**src/rtl/unidade_controle_if.sv**
```systemverilog
// unidade_controle_if: keys, instruction/ALU inputs and register-bank/ALU outputs of the controller
interface unidade_controle_if;
  logic        exec_n;
  logic        view_n;
  logic [15:0] instr;
  logic [15:0] alu_result;
  logic [4:0]  reg_a;
  logic [4:0]  reg_b;
  logic [4:0]  reg_c;
  logic [4:0]  codop;
  logic [15:0] imm;
  logic        bank_we;
  logic [15:0] wb_data;
  logic        busy;
  logic        illegal;
  modport master (
    input  exec_n, view_n, instr, alu_result,
    output reg_a, reg_b, reg_c, codop, imm, bank_we, wb_data, busy, illegal
  );
  modport slave (
    output exec_n, view_n, instr, alu_result,
    input  reg_a, reg_b, reg_c, codop, imm, bank_we, wb_data, busy, illegal
  );
endinterface

```
**src/rtl/unidade_controle.sv**
```systemverilog
// unidade_controle: debounced pushbutton controller that decodes a switch instruction,
// drives register-bank addresses and ALU operands, and writes the ALU result back once per press.
module unidade_controle #(
  parameter int DEBOUNCE_CYCLES = 50000,
  parameter int ALU_LATENCY     = 1
) (
  input logic                CLOCK_50,
  input logic                reset_n,
  unidade_controle_if.master bus
);
  localparam int CW = $clog2(DEBOUNCE_CYCLES + 1);
  typedef enum logic [2:0] {IDLE, DECODE, EXEC, WRITE, HOLD} state_t;
  state_t        r_state, w_next;
  logic [1:0]    w_key, r_s1, r_s2, r_rel, r_ev;
  logic [CW-1:0] r_cnt [2];
  logic [15:0]   r_instr, r_imm, r_wb;
  logic [3:0]    r_a, r_b, r_c, r_op;
  logic [2:0]    r_lat;
  logic          r_ill;
  logic          w_ex_done;
  assign w_key     = {bus.view_n, bus.exec_n};
  assign w_ex_done = r_lat == 3'(ALU_LATENCY - 1);
  // r_rel starts low so a key held through reset must be seen released before a press counts
  always_ff @(posedge CLOCK_50 or negedge reset_n)
    if (!reset_n) begin
      r_s1  <= '1;
      r_s2  <= '1;
      r_rel <= '0;
      r_ev  <= '0;
      for (int k = 0; k < 2; k++) r_cnt[k] <= '0;
    end else begin
      r_s1 <= w_key;
      r_s2 <= r_s1;
      r_ev <= '0;
      for (int k = 0; k < 2; k++)
        if (r_s2[k] == r_rel[k]) r_cnt[k] <= '0;
        else if (r_cnt[k] == CW'(DEBOUNCE_CYCLES - 1)) begin
          r_cnt[k] <= '0;
          r_rel[k] <= r_s2[k];
          r_ev[k]  <= !r_s2[k];
        end else r_cnt[k] <= r_cnt[k] + CW'(1);
    end
  always_ff @(posedge CLOCK_50 or negedge reset_n)
    if (!reset_n) r_state <= IDLE;
    else r_state <= w_next;
  always_comb begin
    w_next = r_state;
    case (r_state)
      IDLE:    w_next = r_ev[0] ? DECODE : IDLE;
      DECODE:  w_next = r_instr[15:12] > 4'd10 ? HOLD : EXEC;
      EXEC:    w_next = w_ex_done ? WRITE : EXEC;
      WRITE:   w_next = HOLD;
      HOLD:    w_next = r_rel[0] ? IDLE : HOLD;
      default: w_next = IDLE;
    endcase
  end
  always_ff @(posedge CLOCK_50 or negedge reset_n)
    if (!reset_n) begin
      r_instr <= '0;
      r_a     <= '0;
      r_b     <= '0;
      r_c     <= '0;
      r_op    <= '0;
      r_imm   <= '0;
      r_wb    <= '0;
      r_lat   <= '0;
      r_ill   <= 1'b0;
    end else begin
      r_lat <= r_state == EXEC ? r_lat + 3'd1 : 3'd0;
      case (r_state)
        IDLE:
          if (r_ev[0]) begin
            r_instr <= bus.instr;
            if (bus.instr[15:12] <= 4'd10) r_ill <= 1'b0;
          end else if (r_ev[1]) begin
            r_a <= bus.instr[11:8];
            r_b <= bus.instr[7:4];
          end
        DECODE: begin
          r_op <= r_instr[15:12];
          if (r_instr[15:12] <= 4'd5) begin
            r_c <= r_instr[11:8];
            r_a <= r_instr[7:4];
            r_b <= r_instr[3:0];
          end else if (r_instr[15:12] <= 4'd10) begin
            r_c   <= r_instr[11:8];
            r_imm <= {12'd0, r_instr[7:4]};
            r_b   <= r_instr[3:0];
            r_a   <= '0;
          end else r_ill <= 1'b1;
        end
        EXEC: if (w_ex_done) r_wb <= bus.alu_result;
        default: ;
      endcase
    end
  assign bus.reg_a   = {1'b0, r_a};
  assign bus.reg_b   = {1'b0, r_b};
  assign bus.reg_c   = {1'b0, r_c};
  assign bus.codop   = {1'b0, r_op};
  assign bus.imm     = r_imm;
  assign bus.wb_data = r_wb;
  assign bus.bank_we = r_state == WRITE;
  assign bus.busy    = r_state != IDLE;
  assign bus.illegal = r_ill;
endmodule

```
**src/flat_wrapper.sv**
```systemverilog
// flat-port wrapper written by rule: the top's interface ports become plain ports
module unidade_controle_flat 
#(
  parameter int DEBOUNCE_CYCLES = 50000,
  parameter int ALU_LATENCY     = 1
)
  (CLOCK_50, reset_n, bus_exec_n, bus_view_n, bus_instr, bus_alu_result, bus_reg_a, bus_reg_b, bus_reg_c, bus_codop, bus_imm, bus_bank_we, bus_wb_data, bus_busy, bus_illegal);
  unidade_controle_if bus_i ();
  input logic CLOCK_50;
  input logic reset_n;
  input wire logic [$bits(bus_i.exec_n)-1:0] bus_exec_n;
  input wire logic [$bits(bus_i.view_n)-1:0] bus_view_n;
  input wire logic [$bits(bus_i.instr)-1:0] bus_instr;
  input wire logic [$bits(bus_i.alu_result)-1:0] bus_alu_result;
  output wire logic [$bits(bus_i.reg_a)-1:0] bus_reg_a;
  output wire logic [$bits(bus_i.reg_b)-1:0] bus_reg_b;
  output wire logic [$bits(bus_i.reg_c)-1:0] bus_reg_c;
  output wire logic [$bits(bus_i.codop)-1:0] bus_codop;
  output wire logic [$bits(bus_i.imm)-1:0] bus_imm;
  output wire logic [$bits(bus_i.bank_we)-1:0] bus_bank_we;
  output wire logic [$bits(bus_i.wb_data)-1:0] bus_wb_data;
  output wire logic [$bits(bus_i.busy)-1:0] bus_busy;
  output wire logic [$bits(bus_i.illegal)-1:0] bus_illegal;
  assign bus_i.exec_n = bus_exec_n;
  assign bus_i.view_n = bus_view_n;
  assign bus_i.instr = bus_instr;
  assign bus_i.alu_result = bus_alu_result;
  assign bus_reg_a = bus_i.reg_a;
  assign bus_reg_b = bus_i.reg_b;
  assign bus_reg_c = bus_i.reg_c;
  assign bus_codop = bus_i.codop;
  assign bus_imm = bus_i.imm;
  assign bus_bank_we = bus_i.bank_we;
  assign bus_wb_data = bus_i.wb_data;
  assign bus_busy = bus_i.busy;
  assign bus_illegal = bus_i.illegal;
  unidade_controle #(.DEBOUNCE_CYCLES(DEBOUNCE_CYCLES), .ALU_LATENCY(ALU_LATENCY)) u_core (.CLOCK_50(CLOCK_50), .reset_n(reset_n), .bus(bus_i));
endmodule
```
**config.mk**
```make
export PLATFORM = sky130hd
export DESIGN_NAME = unidade_controle_flat
export DESIGN_NICKNAME = d
export VERILOG_FILES = /design/src/rtl/unidade_controle_if.sv /design/src/rtl/unidade_controle.sv /design/src/flat_wrapper.sv
export SDC_FILE = /design/constraint.sdc
export NUM_CORES = 1
export LEC_CHECK = 0
export ABC_AREA = 1
export CAP_MARGIN = 20
export CORE_UTILIZATION = 39
export CTS_BUF_LIST = sky130_fd_sc_hd__clkbuf_4
export DETAILED_ROUTE_END_ITERATION = 7
export GPL_TIMING_DRIVEN = 0
export HOLD_SLACK_MARGIN = 0.1
export SETUP_SLACK_MARGIN = 0.4
export SYNTH_ARGS = -nofsm -noshare
export SYNTH_HDL_FRONTEND = slang
export SYNTH_SLANG_ARGS = --single-unit
```
**constraint.sdc**
```tcl
create_clock -name CLOCK_50 -period 1.7 [get_ports CLOCK_50]
set_clock_uncertainty 0.15 [all_clocks]
set_input_delay 0.425 -clock CLOCK_50 [delete_from_list [all_inputs] [get_ports CLOCK_50]]
set_output_delay 0.425 -clock CLOCK_50 [all_outputs]
set_load 0.05 [all_outputs]
```
==> impl_metrics.json <==
{
  "whs_ns": -0.250,
  "grt_use_total_pct": 18.0,
  "dr.pass1.iters": 4,
  "p_leak_nw": 3.54,
  "ys_seq_area_share_pct": 53.7,
  "use_met3_pct": 3.06,
  "final_cell_mix": "nand2_1 (90), dfrtp_1 (84), buf_4 (65)",
  "ys_warn_count": 0,
  "irDropWorstVdd_uv": 385,
  "place.gp.congestion": 0.860,
  "ios": 91,
  "nets": 779,
  "dp_slack_ns": -0.392,
  "tightest_slew_ns": 0.556,
  "antenna-diode-count": 0,
  "drcViolationCount": 0,
  "die-area_mm2": 0.0123,
  "ys_types": 30,
  "wirelength_um": 12200,
  "period_share_pct": 118,
  "worstSkewPairLatency_ns": 0.47,
  "fin_ws_ns": -0.302,
  "grt_pass1_wl_um": 18100,
  "grtUsageMet1_pct": 22.2,
  "wl_per_cell_um": 13.7,
  "drt_iter0_markers": 173,
  "grt_max_degree": 59,
  "max_freq_ghz": 0.500,
  "final_common_cell": "nand2_1",
  "io_buffers": 74,
  "cts_num_sinks": 99,
  "drive_above_1_share_pct": 47.0,
  "initial_utilization_pct": 40.3,
  "violations": "negative hold slack, negative setup slack",
  "final_cells": 887,
  "hold_class": "in2async",
  "vias_per_cell": 4.72,
  "num_vias": 4191,
  "core_mm2": 0.0115,
  "seq_area_mm2": 0.00250,
  "synth.ff_latch_count": 99,
  "grt_pass1_vias": 4018,
  "overflow": 0,
  "syn_area_per_cell_um2": 8.25,
  "crit_type": "reg2out",
  "slew_headroom_pct": 62.9,
  "setup_viol": 38,
  "final_antenna_net_count": 0,
  "die_w_um": 111,
  "worstPathMaxFanout": 2,
  "path_clk_slew_ns": 0.17,
  "cts_tree": "yes",
  "hpwl_um": 7230,
  "start_kind": "flop",
  "antenna_found_initial": 0,
  "die_h_um": 111,
  "root_buffer": "clkbuf_4",
  "final_hold_viol_count": 41,
  "syn_inst": 561,
  "htreeDepth": 3,
  "syn_area_mm2": 0.00463,
  "end_kind": "output port",
  "clockBufferDepth": 2,
  "cap_violations": 0,
  "crit_required_ns": 1.12,
  "busiest_layer": "met2",
  "p_total_w": 0.00418,
  "multi_input_area_mm2": 0.00271,
  "rsz0062_at_grt": "true",
  "outcome": "finished with violations",
  "syn2layout_area_growth_pct": 65.1,
  "cp.arrival_ns": 1.43,
  "numCtsBuffers": 9,
  "dp.cells": 794,
  "slew_viol_final": 0,
  "fp-row-count": 39,
  "period_minus_slack_ns": 2.00,
  "use_met2_pct": 31.6,
  "p_per_area_mw_per_mm2": 547,
  "fillers": 889
}
final timing paths:
kind / start / endpoint / slack [ns] / cells after the start
max in group asynchronous: reset_n / u_core.r_s2[1]$_DFF_PN1_ / 0.89 / 2
hold reg to reg: u_core.r_s1[1]$_DFF_PN1_ / u_core.r_s2[1]$_DFF_PN1_ / 0.23 / 0
hold / removal: reset_n / u_core.r_a[2]$_DFFE_PN0P_ / -0.25 / 1
min in group CLOCK_50: bus_exec_n / u_core.r_s1[0]$_DFF_PN1_ / 0.20 / 1
setup reg to reg: u_core.r_state[2]$_DFF_PN0_ / u_core.bus.imm[3]$_DFFE_PN0P_ / -0.18 / 9
setup / recovery: u_core.r_state[2]$_DFF_PN0_ / bus_bank_we / -0.30 / 3
layer usage:
| layer | vias up | wire length, um | part of all wire, % |
|---|---|---|---|
| met1 | 2006 | 5120 | 42 |
| met2 | 93 | 6350 | 52 |
| met4 | 0 | 240 | 2.0 |
| li1 | 2074 | - | - |
| met5 | - | 0 | 0 |
| met3 | 18 | 459 | 3.8 |
through the flow:
stage / hold WS (ns) / setup TNS [ns] / cell area (um2) / util (%)
global route: -0.234 / -5.86 / 7640 / 66.6
finish: -0.250 / -4.25 / 7640 / 66.6
detailed placement: 0.197 / -1.31 / 5730 / 49.9
global placement: 0.198 / -361.75 / 5700 / 49.7
floorplan: -0.0206 / 0 / 4780 / -
CTS: -0.237 / -0.651 / 6480 / 56.5
final cells by class:
type,instances,area share (%)
Clock inverter,6,0.950
Sequential cell,99,32.7
Inverter,75,3.88
Timing Repair Buffer,152,20.6
Buffer,24,3.16
Clock buffer,10,0.983
Multi-Input combinational cell,378,35.4
Tap cell,143,2.34
cell families (layout without fill, tap and decap cells):
group                    after synthesis  count (layout)  synth area share [%]
buffers and inverters                 99             267                  9.71
XOR/XNOR                              14              14                  2.65
AND/OR/NAND/NOR                      283             283                  25.6
adder cells (fa/ha/maj)                4               4                  1.08
other                                  1              16                0.0810
flip-flops                            99              99                  53.7
AO/OA/AOI/OAI                         61              61                  7.27
state kept, by name (all words and copies together), names as in the netlist, 3 cells and up:
register / cells
u_core.bus.imm: 4
u_core.bus.wb_data: 16
u_core.r_a: 4
u_core.r_b: 4
u_core.r_c: 4
u_core.r_cnt: 32
u_core.r_instr: 16
u_core.r_lat: 3
u_core.r_op: 4
u_core.r_state: 3
Yosys cell counts:
| library cell | n | area share (%) |
|---|---|---|
| buf_4 | 16 | 2.6 |
| nor2_8 | 1 | 0.43 |
| nand2_4 | 1 | 0.24 |
| nor2_1 | 88 | 7.1 |
| nand3b_1 | 3 | 0.49 |
| xnor2_1 | 4 | 0.76 |
| o21bai_1 | 3 | 0.49 |
| ha_1 | 4 | 1.1 |
| nand3_1 | 23 | 2.5 |
| o22ai_1 | 4 | 0.54 |
| dfstp_2 | 4 | 2.3 |
| buf_6 | 2 | 0.49 |
| inv_1 | 72 | 5.8 |
| nor3_2 | 3 | 0.65 |
| a21oi_1 | 16 | 1.7 |
| dfrtp_1 | 95 | 51 |
| nand2_2 | 1 | 0.14 |
| inv_2 | 2 | 0.16 |
| clkbuf_1 | 6 | 0.49 |
| o21ai_2 | 5 | 0.95 |
| o21ai_0 | 14 | 1.5 |
| or2_2 | 1 | 0.14 |
| nand4_1 | 5 | 0.68 |
| xor2_1 | 10 | 1.9 |
| nor3_1 | 7 | 0.76 |
| o21ai_1 | 19 | 2.1 |
| conb_1 | 1 | 0.081 |
| inv_4 | 1 | 0.14 |
| nor3b_1 | 3 | 0.49 |
| nand2_1 | 147 | 12 |
where the power goes:
part	total, W	switching, W	internal [W]
clock	0.00133	0.000850	0.000481
combinational	0.000435	0.000253	0.000182
sequential	0.00242	0.0000314	0.00239
worst max-delay path, stage by stage, from the launching register on:
cell and delay (ns):
dfrtp_2 0.46, buf_6 0.13, nor3_4 0.17, buf_6 0.19
repair_timing:
| action | in CTS | in global routing |
|---|---|---|
| hold endpoints to repair | 41 | 41 |
| gates resized for setup | 351 | 215 |
| setup endpoints to repair | 128 | 131 |
| gates cloned | 1 | 6 |
| buffers inserted | 33 | 37 |
| pin swaps | 26 | 45 |
Note: power is estimated with default switching activity, not from simulation.
